--- src/rtl/ucsbece154b_mem_arbiter.sv ---
// Arbiter sharing one single-port memory between instruction fetch (I) and data access (D).
// D has fixed priority; a starvation counter lets fetch win after STARVE_LIMIT denied arbitrations.
module ucsbece154b_mem_arbiter #(
    parameter int unsigned STARVE_LIMIT = 4
) (
    input  logic        clk,
    input  logic        reset,
    input  logic        IReq_i,
    input  logic [31:0] IAddr_i,
    output logic        IReady_o,
    output logic [31:0] IRdata_o,
    output logic        IStall_o,
    input  logic        DReq_i,
    input  logic        DWe_i,
    input  logic [31:0] DAddr_i,
    input  logic [31:0] DWdata_i,
    output logic        DReady_o,
    output logic [31:0] DRdata_o,
    output logic        DStall_o,
    output logic        MemReq_o,
    output logic        MemWe_o,
    output logic [31:0] MemAddr_o,
    output logic [31:0] MemWdata_o,
    input  logic        MemAck_i,
    input  logic [31:0] MemRdata_i,
    output logic [1:0]  dbg_state_o,
    output logic [3:0]  dbg_starve_cnt_o
);

    typedef enum logic [1:0] {
        IDLE    = 2'd0,
        SERVE_I = 2'd1,
        SERVE_D = 2'd2
    } state_e;

    localparam logic [3:0] LIMIT = 4'(STARVE_LIMIT);

    state_e      state_q;
    logic [3:0]  starve_cnt_q;
    logic [3:0]  starve_cnt_d;
    logic        ready_i_q;
    logic        ready_d_q;
    logic [31:0] rdata_i_q;
    logic [31:0] rdata_d_q;
    logic        mem_req_q;
    logic        mem_we_q;
    logic [31:0] mem_addr_q;
    logic [31:0] mem_wdata_q;

    logic        i_eff;
    logic        d_eff;
    logic        grant_i;
    logic        grant_d;

    // Handshake: a requester holds xReq with stable operands until its one-cycle xReady pulse;
    // the request is masked while that pulse is high so it cannot be granted a second time.
    always_comb begin
        i_eff        = IReq_i & ~ready_i_q;
        d_eff        = DReq_i & ~ready_d_q;
        grant_i      = (state_q == IDLE) & i_eff & ((starve_cnt_q == LIMIT) | ~d_eff);
        grant_d      = (state_q == IDLE) & d_eff & ~grant_i;
        starve_cnt_d = 4'd0;
        if (i_eff) begin
            starve_cnt_d = (starve_cnt_q >= LIMIT) ? LIMIT : starve_cnt_q + 4'd1;
        end
    end

    always_ff @(posedge clk) begin
        if (reset) begin
            state_q      <= IDLE;
            starve_cnt_q <= 4'd0;
            ready_i_q    <= 1'b0;
            ready_d_q    <= 1'b0;
            rdata_i_q    <= 32'd0;
            rdata_d_q    <= 32'd0;
            mem_req_q    <= 1'b0;
            mem_we_q     <= 1'b0;
            mem_addr_q   <= 32'd0;
            mem_wdata_q  <= 32'd0;
        end else begin
            ready_i_q <= 1'b0;
            ready_d_q <= 1'b0;
            case (state_q)
                IDLE: begin
                    if (grant_i) begin
                        state_q      <= SERVE_I;
                        mem_req_q    <= 1'b1;
                        mem_we_q     <= 1'b0;
                        mem_addr_q   <= IAddr_i;
                        starve_cnt_q <= 4'd0;
                    end else if (grant_d) begin
                        state_q      <= SERVE_D;
                        mem_req_q    <= 1'b1;
                        mem_we_q     <= DWe_i;
                        mem_addr_q   <= DAddr_i;
                        mem_wdata_q  <= DWdata_i;
                        starve_cnt_q <= starve_cnt_d;
                    end
                end
                SERVE_I: begin
                    if (MemAck_i) begin
                        ready_i_q <= 1'b1;
                        rdata_i_q <= MemRdata_i;
                        mem_req_q <= 1'b0;
                        state_q   <= IDLE;
                    end
                end
                SERVE_D: begin
                    if (MemAck_i) begin
                        ready_d_q <= 1'b1;
                        // Stores leave the last load result visible.
                        if (!mem_we_q) begin
                            rdata_d_q <= MemRdata_i;
                        end
                        mem_req_q <= 1'b0;
                        state_q   <= IDLE;
                    end
                end
                default: begin
                    state_q   <= IDLE;
                    mem_req_q <= 1'b0;
                end
            endcase
        end
    end

    assign IReady_o         = ready_i_q;
    assign IRdata_o         = rdata_i_q;
    assign IStall_o         = IReq_i & ~ready_i_q;
    assign DReady_o         = ready_d_q;
    assign DRdata_o         = rdata_d_q;
    assign DStall_o         = DReq_i & ~ready_d_q;
    assign MemReq_o         = mem_req_q;
    assign MemWe_o          = mem_we_q;
    assign MemAddr_o        = mem_addr_q;
    assign MemWdata_o       = mem_wdata_q;
    assign dbg_state_o      = state_q;
    assign dbg_starve_cnt_o = starve_cnt_q;

endmodule

--- config.mk ---
export PLATFORM = sky130hd
export DESIGN_NAME = ucsbece154b_mem_arbiter
export DESIGN_NICKNAME = d
export VERILOG_FILES = /design/src/rtl/ucsbece154b_mem_arbiter.sv
export SDC_FILE = /design/constraint.sdc
export NUM_CORES = 1
export LEC_CHECK = 0
export ABC_AREA = 1
export BUFFER_PORTS_ARGS = -buffer_cell sky130_fd_sc_hd__buf_2
export CAP_MARGIN = 20
export CELL_PAD_IN_SITES_DETAIL_PLACEMENT = 0
export CELL_PAD_IN_SITES_GLOBAL_PLACEMENT = 1
export CORE_MARGIN = 10
export CORE_UTILIZATION = 30
export DETAILED_ROUTE_END_ITERATION = 8
export MAX_ROUTING_LAYER = met4
export PLACE_DENSITY = 0.73
export SLEW_MARGIN = 10
export SYNTH_ARGS = -nofsm -noshare
export SYNTH_HDL_FRONTEND = slang
export SYNTH_SLANG_ARGS = --single-unit
--- constraint.sdc ---
create_clock -name clk -period 1.75 [get_ports clk]
set_input_delay 0.0875 -clock clk [delete_from_list [all_inputs] [get_ports clk]]
set_output_delay 0.0875 -clock clk [all_outputs]
set_load 0.02 [all_outputs]
# [After elaboration in Yosys (flattened, before gate mapping)]
# Index checks and enable logic that the tools add are counted.
[word_totals] ff_bits=138 in_bits=134 elab_cells=58 output_inout_bits=140
[op_classes] eq_ne=5 addsub=1 mux=17 n_reduce_logical=10 n_bitwise=14 order_cmp=1
[op_table] op="2-to-1 mux 32 bit" count=2
[op_table] op="2-to-1 mux 4 bit" count=4
[op_table] op="NOT 1 bit" count=7
[op_table] op="AND 1 bit" count=6
[op_table] op="2-to-1 mux 1 bit" count=6
[op_table] op="2-to-1 mux 2 bit" count=3
[op_table] op="AND reduction 2 bit" count=3
[op_table] op="AND reduction 3 bit" count=2
[op_table] op="OR reduction 2 bit" count=3
[op_table] op="adder 4 x 1 -> 4 bit, second input constant" count=1
[op_table] op="equality test 4 x 3 -> 1 bit, second input constant" count=1
[op_table] op="greater-or-equal comparator 4 x 3 -> 1 bit, second input constant" count=1
[op_table] op="case mux 2 bit (2 select lines)" count=1
[op_table] op="!= test 3 bit, second input constant" count=1
[op_table] op="equality test 2 x 1 -> 1 bit, second input constant" count=1
[op_table] op="equality test 2 bit, second input constant" count=1
[op_table] op="zero test 2 bit" count=1
[op_table] op="!= test 2 x 1 -> 1 bit, second input constant" count=1
[op_table] op="case mux 1 bit (2 select lines)" count=1
[op_table] op="nonzero test 2 bit" count=1
[op_table] op="bitwise OR 1 bit" count=1

# [Longest topological paths before layout]
# Gate-level depths: netlist (run 1).
[logic_depth] depth_word=10 depth_mapped=11 depth_no_buf=9

# [Worst setup path after synthesis (run 1)]
# Ideal clock, no wire load.
[synth_timing] kind="flip-flop to flip-flop" from="register state_q[0], in the netlist dbg_state_o[0]" to="register mem_addr_q[1], in the netlist MemAddr_o[1]" n_path_buf=1 period_less_slack_ns=1.626 path_stages_with_launch=10 required_ns=1.641 arrival_time_ns=1.517 setup_slack_ns=0.124 setup_time_ns=0.109 path_cell_list="dfxtp_1 -> inv_1 -> ha_1 -> nand2_1 -> clkbuf_1 -> nand3b_1 -> nand2_1 -> inv_1 -> nand2_1 -> inv_1"
[synth_via] elab_chain_len=7 elab_cells_between_ends=9 classes_between="mux: 1; bitwise: 5; reduce/logical: 3"
[synth_rtl] item="start, declared" line="38" text="state_e state_q;"
[synth_rtl] item="start signal, assigned" line="70" text="state_q <= IDLE;"
[synth_rtl] item="start signal, assigned" line="86" text="state_q <= SERVE_I;"
[synth_rtl] item="start signal, assigned" line="92" text="state_q <= SERVE_D;"
[synth_rtl] item="zero test 2 bit (*)" line="60, 61, 83"
[synth_rtl] item="AND 1 bit (2 in a row)" line="60" text="grant_i = (state_q == IDLE) & i_eff & ((starve_cnt_q == LIMIT) | ~d_eff);"
[synth_rtl] item="NOT 1 bit (no line)"
[synth_rtl] item="AND 1 bit" line="61" text="grant_d = (state_q == IDLE) & d_eff & ~grant_i;"
[synth_rtl] item="nonzero test 2 bit (no line)"
[synth_rtl] item="AND reduction 2 bit (no line)"
[synth_rtl] item="end signal, assigned" line="89" text="mem_addr_q <= IAddr_i;"
[synth_rtl] item="end signal, assigned" line="95" text="mem_addr_q <= DAddr_i;"
[synth_rtl] item="end, declared" line="47" text="logic [31:0] mem_addr_q;"
# Every way passes the cells marked *; elsewhere a longest branch is shown, timed or not.
# A chain may end at the register's enable or synchronous reset.

# [Worst setup path in the final report (run 1)]
[layout_timing] from="register state_q[0], in the netlist dbg_state_o[0]" to="register mem_addr_q[7], in the netlist MemAddr_o[7]"
# Same word-level chain as after synthesis.

==> results of run 1 <==
## final cells by class
cell class	instances	area share, %
antenna	2	0.0523
sequential	138	28.9
multi-input combinational	565	27.9
timing repair buffer	417	30.0
clock inverter	14	1.96
tap	265	3.47
inverter	81	3.19
clock buffer	18	4.49
## layer usage
layer  vias to the layer above  part of all wire, %  wire (microns)
met3                        23                  6.4            1450
met5                         -                    0               0
met2                       201                   47           10700
met4                         0                  1.7             383
met1                      2943                   45           10100
li1                       3424                    -               -
## cells in the mapped netlist (3+ instances only)
library cell	instances
inv_1	79
dfxtp_1	138
nand3b_1	64
buf_2	14
buf_6	3
o21ai_0	64
nand2_2	3
nor2_1	167
nand3_1	71
ha_1	5
buf_1	4
buf_4	8
a21oi_1	40
clkbuf_1	31
nand2_1	147
## final timing paths
kind                       end  slack (ps)  cells past startpoint
hold reg to reg       MemReq_o         470                      2
hold / removal    MemAddr_o[8]          20                      5
setup / recovery  MemAddr_o[7]         160                     10
setup reg to reg  MemAddr_o[7]         160                     10
## per-stage QoR
step	instance area (sq um)	hold slack [ps]	setup slack (ps)	power, mW
2_1_floorplan	6010	222	124	5.75
6_report	9560	16.9	158	10.8
3_5_place_dp	7700	331	102	6.83
4_1_cts	9510	0.800	92.2	10.9
5_1_grt	9560	17.2	4.19	11.4
3_3_place_gp	7700	327	132	6.82
## critical path, cell delays in order, from the launching register on
cell and delay (ps):
dfxtp_1 320, inv_1 100, ha_2 230, inv_2 50, nor2_4 160, nand2_8 140, buf_12 200, nand2_1 90
nand3_1 90, nand2_1 70, inv_1 30
## state kept, by name (all words and copies together) (netlist names)
name              cells
DReady_o              1
MemWe_o               1
MemAddr_o            32
dbg_starve_cnt_o      4
DRdata_o             32
IRdata_o             32
MemReq_o              1
MemWdata_o           32
IReady_o              1
dbg_state_o           2
## what timing repair did
action,in CTS,in global routing
hold buffers,119,0
resized for setup,0,4
endpoints found under the hold margin,136,0
setup endpoints to repair,0,54
## kinds of logic (layout without fill, tap and decap cells)
logic type	count (synthesis)	count (layout)	synth area share, %
other cells	0	2	0
buf+inv	141	530	9.97
fa+ha+maj	5	5	1.04
flops	138	138	46.0
simple gates	456	456	34.4
compound gates	104	104	8.66
## power by group through the flow
stage | Combinational [mW] | Clock [mW] | Sequential (mW)
after global routing | 3.59 | 4.03 | 3.83
after global placement | 2.98 | 0 | 3.84
after detailed placement | 2.99 | 0 | 3.84
final | 3.23 | 3.80 | 3.78
after CTS | 3.21 | 3.91 | 3.78
after floorplan | 1.40 | 0 | 4.35
## cells in the final DEF, fill, tap and decap left out, drive strengths merged
master / instances
buf: 297
nor2: 169
nand2: 150
dfxtp: 138
dlygate4sd3: 119
inv: 86
nand3: 71
o21ai: 64
nand3b: 64
a21oi: 40
clkbuf: 19
ha: 5
bufinv: 3
clkinvlp: 3
clkinv: 3
diode: 2
nor3: 2
==> metrics.csv, run 1 <==
metric;value;unit
Vias per Instance;4.39;
fin cells;1500;
IO Count;274;
Worst EP required;2070;ps
RePlAce Congestion;0.803;
Lkg Pwr;5.04;nW
postcts setup bufs;0;
share of layout cells above drive strength 1;27.6;%
first-pass GRT wire length;35.8;mm
Reg-to-Reg Start;dbg_state_o[0];
area of the multi-input gates;2670;sq um
Inserted Clock Buffers;17;
Yosys top cell by area;dfxtp_1;
Hold Crit Class;in -> reg;
Clock Sinks;138;
post-synth cell types;18;
die area;26100;sq um
worst-skew pair later-pin latency;420;ps
Top FF cell, synth;dfxtp_1;
Yosys warnings;0;
Clock Pin Slew Worst Setup and Hold Paths;60;ps
CTS tree;done;
switch share;34.1;%
Critical path origin;dbg_state_o[0];
Worst-Margin Slew;474;ps
Crit Path Class;reg -> reg;
top post-synthesis cells by area;dfxtp_1 46%, nor2_1 10%, nand2_1 9.2%;
core area;19600;sq um
status;complete, no violations;
syn_area_per_cell;7.12;sq um
Psw;3.69;mW
Initial DRT Pass Iterations;4;
DP Wirelength;15.5;mm
die height;162;microns
Worst Path Max Fanout;32;
H-Tree Depth;4;
met1 Use GR;20.1;%
Core Rows;51;
syn nets;983;
# fillers;1981;
total global routing overflow;0;
post-route ant nets;0;
largest net degree at the start of global routing;65;
antenna violations before repair;2;
fin. max-slew vios;0;
Seq pwr share;35.0;%
VDD IR max;0.000678;V
Seq/Total Area, Yosys;46.0;%
initial drt markers;402;
via count;6591;
Clock Path Buffers;2;
TNS Setup;0;ps
final core occ;48.8;%
PwrDens;1130;nW/um^2
GRT busiest layer;met2;
DRC violations left;0;
Clk pwr share;35.2;%
RSZ-0062 raised after global routing;no;
final hold viol count;0;
M2 GR Usage;27.8;%
drt wl/cell;15.1;microns
Overall Global Routing Usage;17.3;%
Post-synth EDFFs;0;
Fmax;628;MHz
min cycle time layout;1590;ps
I/O Buffers;273;
Seq cells post-synth;138;
setup violators final;0;
vias in the first global route;6610;
die width;162;microns
DRT Wirelength;22.6;mm
CP arrival;1910;ps
crit end category;flop;
root buffer cell;clkbuf_16;
# nets final;1359;
Seq. cell area;2760;sq um
Layout area overhead;59.1;%
Placed Cells;1346;
relative slew slack;68.3;%
Synth Instances;844;
Synth top area share;46.0;%
Async SR Flop Fraction;0;%
Initial Utilization;30.7;%
Tcrit/Tclk final;90.9;%
maxcap violations;0;
hold path startpoint;IAddr_i[8];
Pint;7.12;mW
clock skew;8.05;ps
global-route met3 utilization;5.49;%
synthesized cell area;6010;sq um
Startpoint Class;flop;
Gate power share;29.9;%
No activity file was read; power rests on OpenSTA's default activity.
==> inputs of run 2 (changes only) <==
==> constraint.sdc (replaced) <==
create_clock -name clk -period 1.75 [get_ports clk]
set_input_delay 0.0875 -clock clk [delete_from_list [all_inputs] [get_ports clk]]
set_output_delay 0.0875 -clock clk [all_outputs]
set_load 0.1 [all_outputs]
==> run 2 against run 1 <==
  * Routed wire length decreased by 2.1%
  * Sequential cell count did not move
  * Die area stayed put
  * Hold slack worse by 1.1 ps
  * First-iteration DRC count fell by 14%
  * Sequential power about the same
  * Combinational power grew 78%
  * Register-to-register slack improved by 50 ps
  * Utilization down 0.47 points
  * Setup slack better by 49 ps
  * Final cell count fell by 0.53%
  * Fmax rose by 3.2%
  * Critical path type unchanged
==> metrics.csv, run 2 (synthesis results as in run 1) <==
metric;value;unit;change
postcts setup bufs;0;;unchanged
clock skew;8.82;ps;+0.770 ps
DP Worst Slack;200;ps;+98.5 ps
Fmax;648;MHz;+3.2%
final instance area;9470;sq um;-0.97%
Placed Cells;1345;;-0.074%
setup violators final;0;;unchanged
# fillers;1992;;+0.56%
Worst-Margin Slew;529;ps;+54.6 ps
root buffer cell;clkbuf_16;;
Initial Utilization;30.7;%;unchanged
RSZ-0062 raised after global routing;no;;
crit end category;flop;;
first-pass GRT wire length;34.9;mm;-2.3%
Layout area overhead;57.5;%;
core area;19600;sq um;unchanged
total global routing overflow;0;;unchanged
antenna violations before repair;2;;unchanged
die width;162;microns;unchanged
DP Wirelength;15.4;mm;-0.70%
CP arrival;1850;ps;-60 ps
Initial DRT Pass Iterations;7;;+3
Hold Crit Class;in -> reg;;
DRC violations left;0;;unchanged
maxcap violations;0;;unchanged
drt wl/cell;14.9;microns;-1.5%
VDD IR max;0.000624;V;-8.1%
I/O Buffers;273;;unchanged
Core Rows;51;;unchanged
die height;162;microns;unchanged
DP Area;7750;sq um;+0.63%
final setup margin;208;ps;+49.2 ps
H-Tree Depth;4;;unchanged
vias in the first global route;6428;;-2.8%
share of layout cells above drive strength 1;28.5;%;+0.91 points
min cycle time layout;1540;ps;-49.2 ps
RePlAce Congestion;0.791;;-1.5%
status;complete, no violations;;
TNS Setup;0;ps;unchanged
Pwr Total;13.0;mW;+21%
Inserted Clock Buffers;17;;unchanged
worst-skew pair later-pin latency;410;ps;about the same
IO Count;274;;unchanged
Clock Sinks;138;;unchanged
fin cells;1492;;-0.53%
largest net degree at the start of global routing;81;;+25%
Crit Path Class;reg -> reg;;
final hold viol count;0;;unchanged
Startpoint Class;flop;;
Lkg Pwr;5.00;nW;-0.69%
post-route ant nets;0;;unchanged
die area;26100;sq um;unchanged
commonest non-fill, non-tap cell in the layout;buf_2;;
Vias per Instance;4.34;;-1.2%
Overall Global Routing Usage;16.8;%;-0.47 points
PwrDens;1380;nW/um^2;+22%
Tcrit/Tclk final;88.1;%;-2.8 points
via count;6477;;-1.7%
Clock Path Buffers;2;;unchanged
relative slew slack;65.0;%;-3.4 points
most frequent cells in the layout;273 x buf_2, 165 x nor2_1, 145 x nand2_1;;
Worst EP required;2060;ps;about the same
initial drt markers;347;;-14%
Clock Pin Slew Worst Setup and Hold Paths;60;ps;about the same
# nets final;1351;;-0.59%
DRT Wirelength;22.2;mm;-2.1%
CTS tree;done;;
fin. max-slew vios;0;;unchanged
Worst Path Max Fanout;24;;-25%
==> run 2: path summary, 6_finish.rpt <==
kind | start | endpoint | slack (ps) | cells after the start
max reg2reg | dbg_state_o[0] | MemAddr_o[1] | 210 | 10
min | IAddr_i[26] | MemAddr_o[26] | 20 | 5
min reg2reg | MemReq_o | MemReq_o | 470 | 2
max | dbg_state_o[0] | MemAddr_o[1] | 210 | 10
==> run 2: worst max-delay path: stages (launching register included) <==
cell     delay (ps)
dfxtp_4         350
inv_1            90
ha_1            190
inv_2            50
nor2_4          130
nand2_4         160
buf_12          200
nand2_1          90
nand3_1          80
nand2_1          70
inv_1            30
==> run 2: layer usage <==
layer	GRT usage (%)	wire (microns)	vias up
met5	-	0	-
met4	4.38	297	0
met1	20.1	9910	2855
li1	-	-	3411
met3	5.39	1480	18
met2	26.9	10500	193
==> run 2: final cells by class <==
| type | instances | area [sq um] | area share, % |
|---|---|---|---|
| flip-flops and latches | 138 | 2790 | 29.4 |
| clock buffers | 18 | 450 | 4.76 |
| well taps | 265 | 332 | 3.50 |
| inverters | 81 | 305 | 3.22 |
| diodes | 2 | 5.00 | 0.0529 |
| repair buffers | 409 | 2790 | 29.4 |
| multi-input cells | 565 | 2680 | 28.3 |
| clock inverters | 14 | 125 | 1.32 |
==> run 2: through the flow <==
| step | hold WS, ps | util, % |
|---|---|---|
| global route | 25.3 | 48.3 |
| finish | 15.9 | 48.3 |
| global placement | 325 | 39.6 |
| floorplan | 215 | - |
| CTS | 0.405 | 48.3 |
| detailed placement | 333 | 39.6 |
==> run 2: power breakdown <==
group	total [mW]	switching [mW]	leakage [nW]	internal [mW]
Clock	3.50	1.55	0.283	1.96
Combinational	5.76	4.51	3.58	1.26
Sequential	3.78	0.204	1.14	3.57
Total	13.0	6.26	5.00	6.79
==> run 2: timing repair <==
item	4_1_cts	5_1_grt
endpoints found under the setup margin	0	1
resized for setup	0	1
hold buffers	113	0
endpoints found under the hold margin	136	0
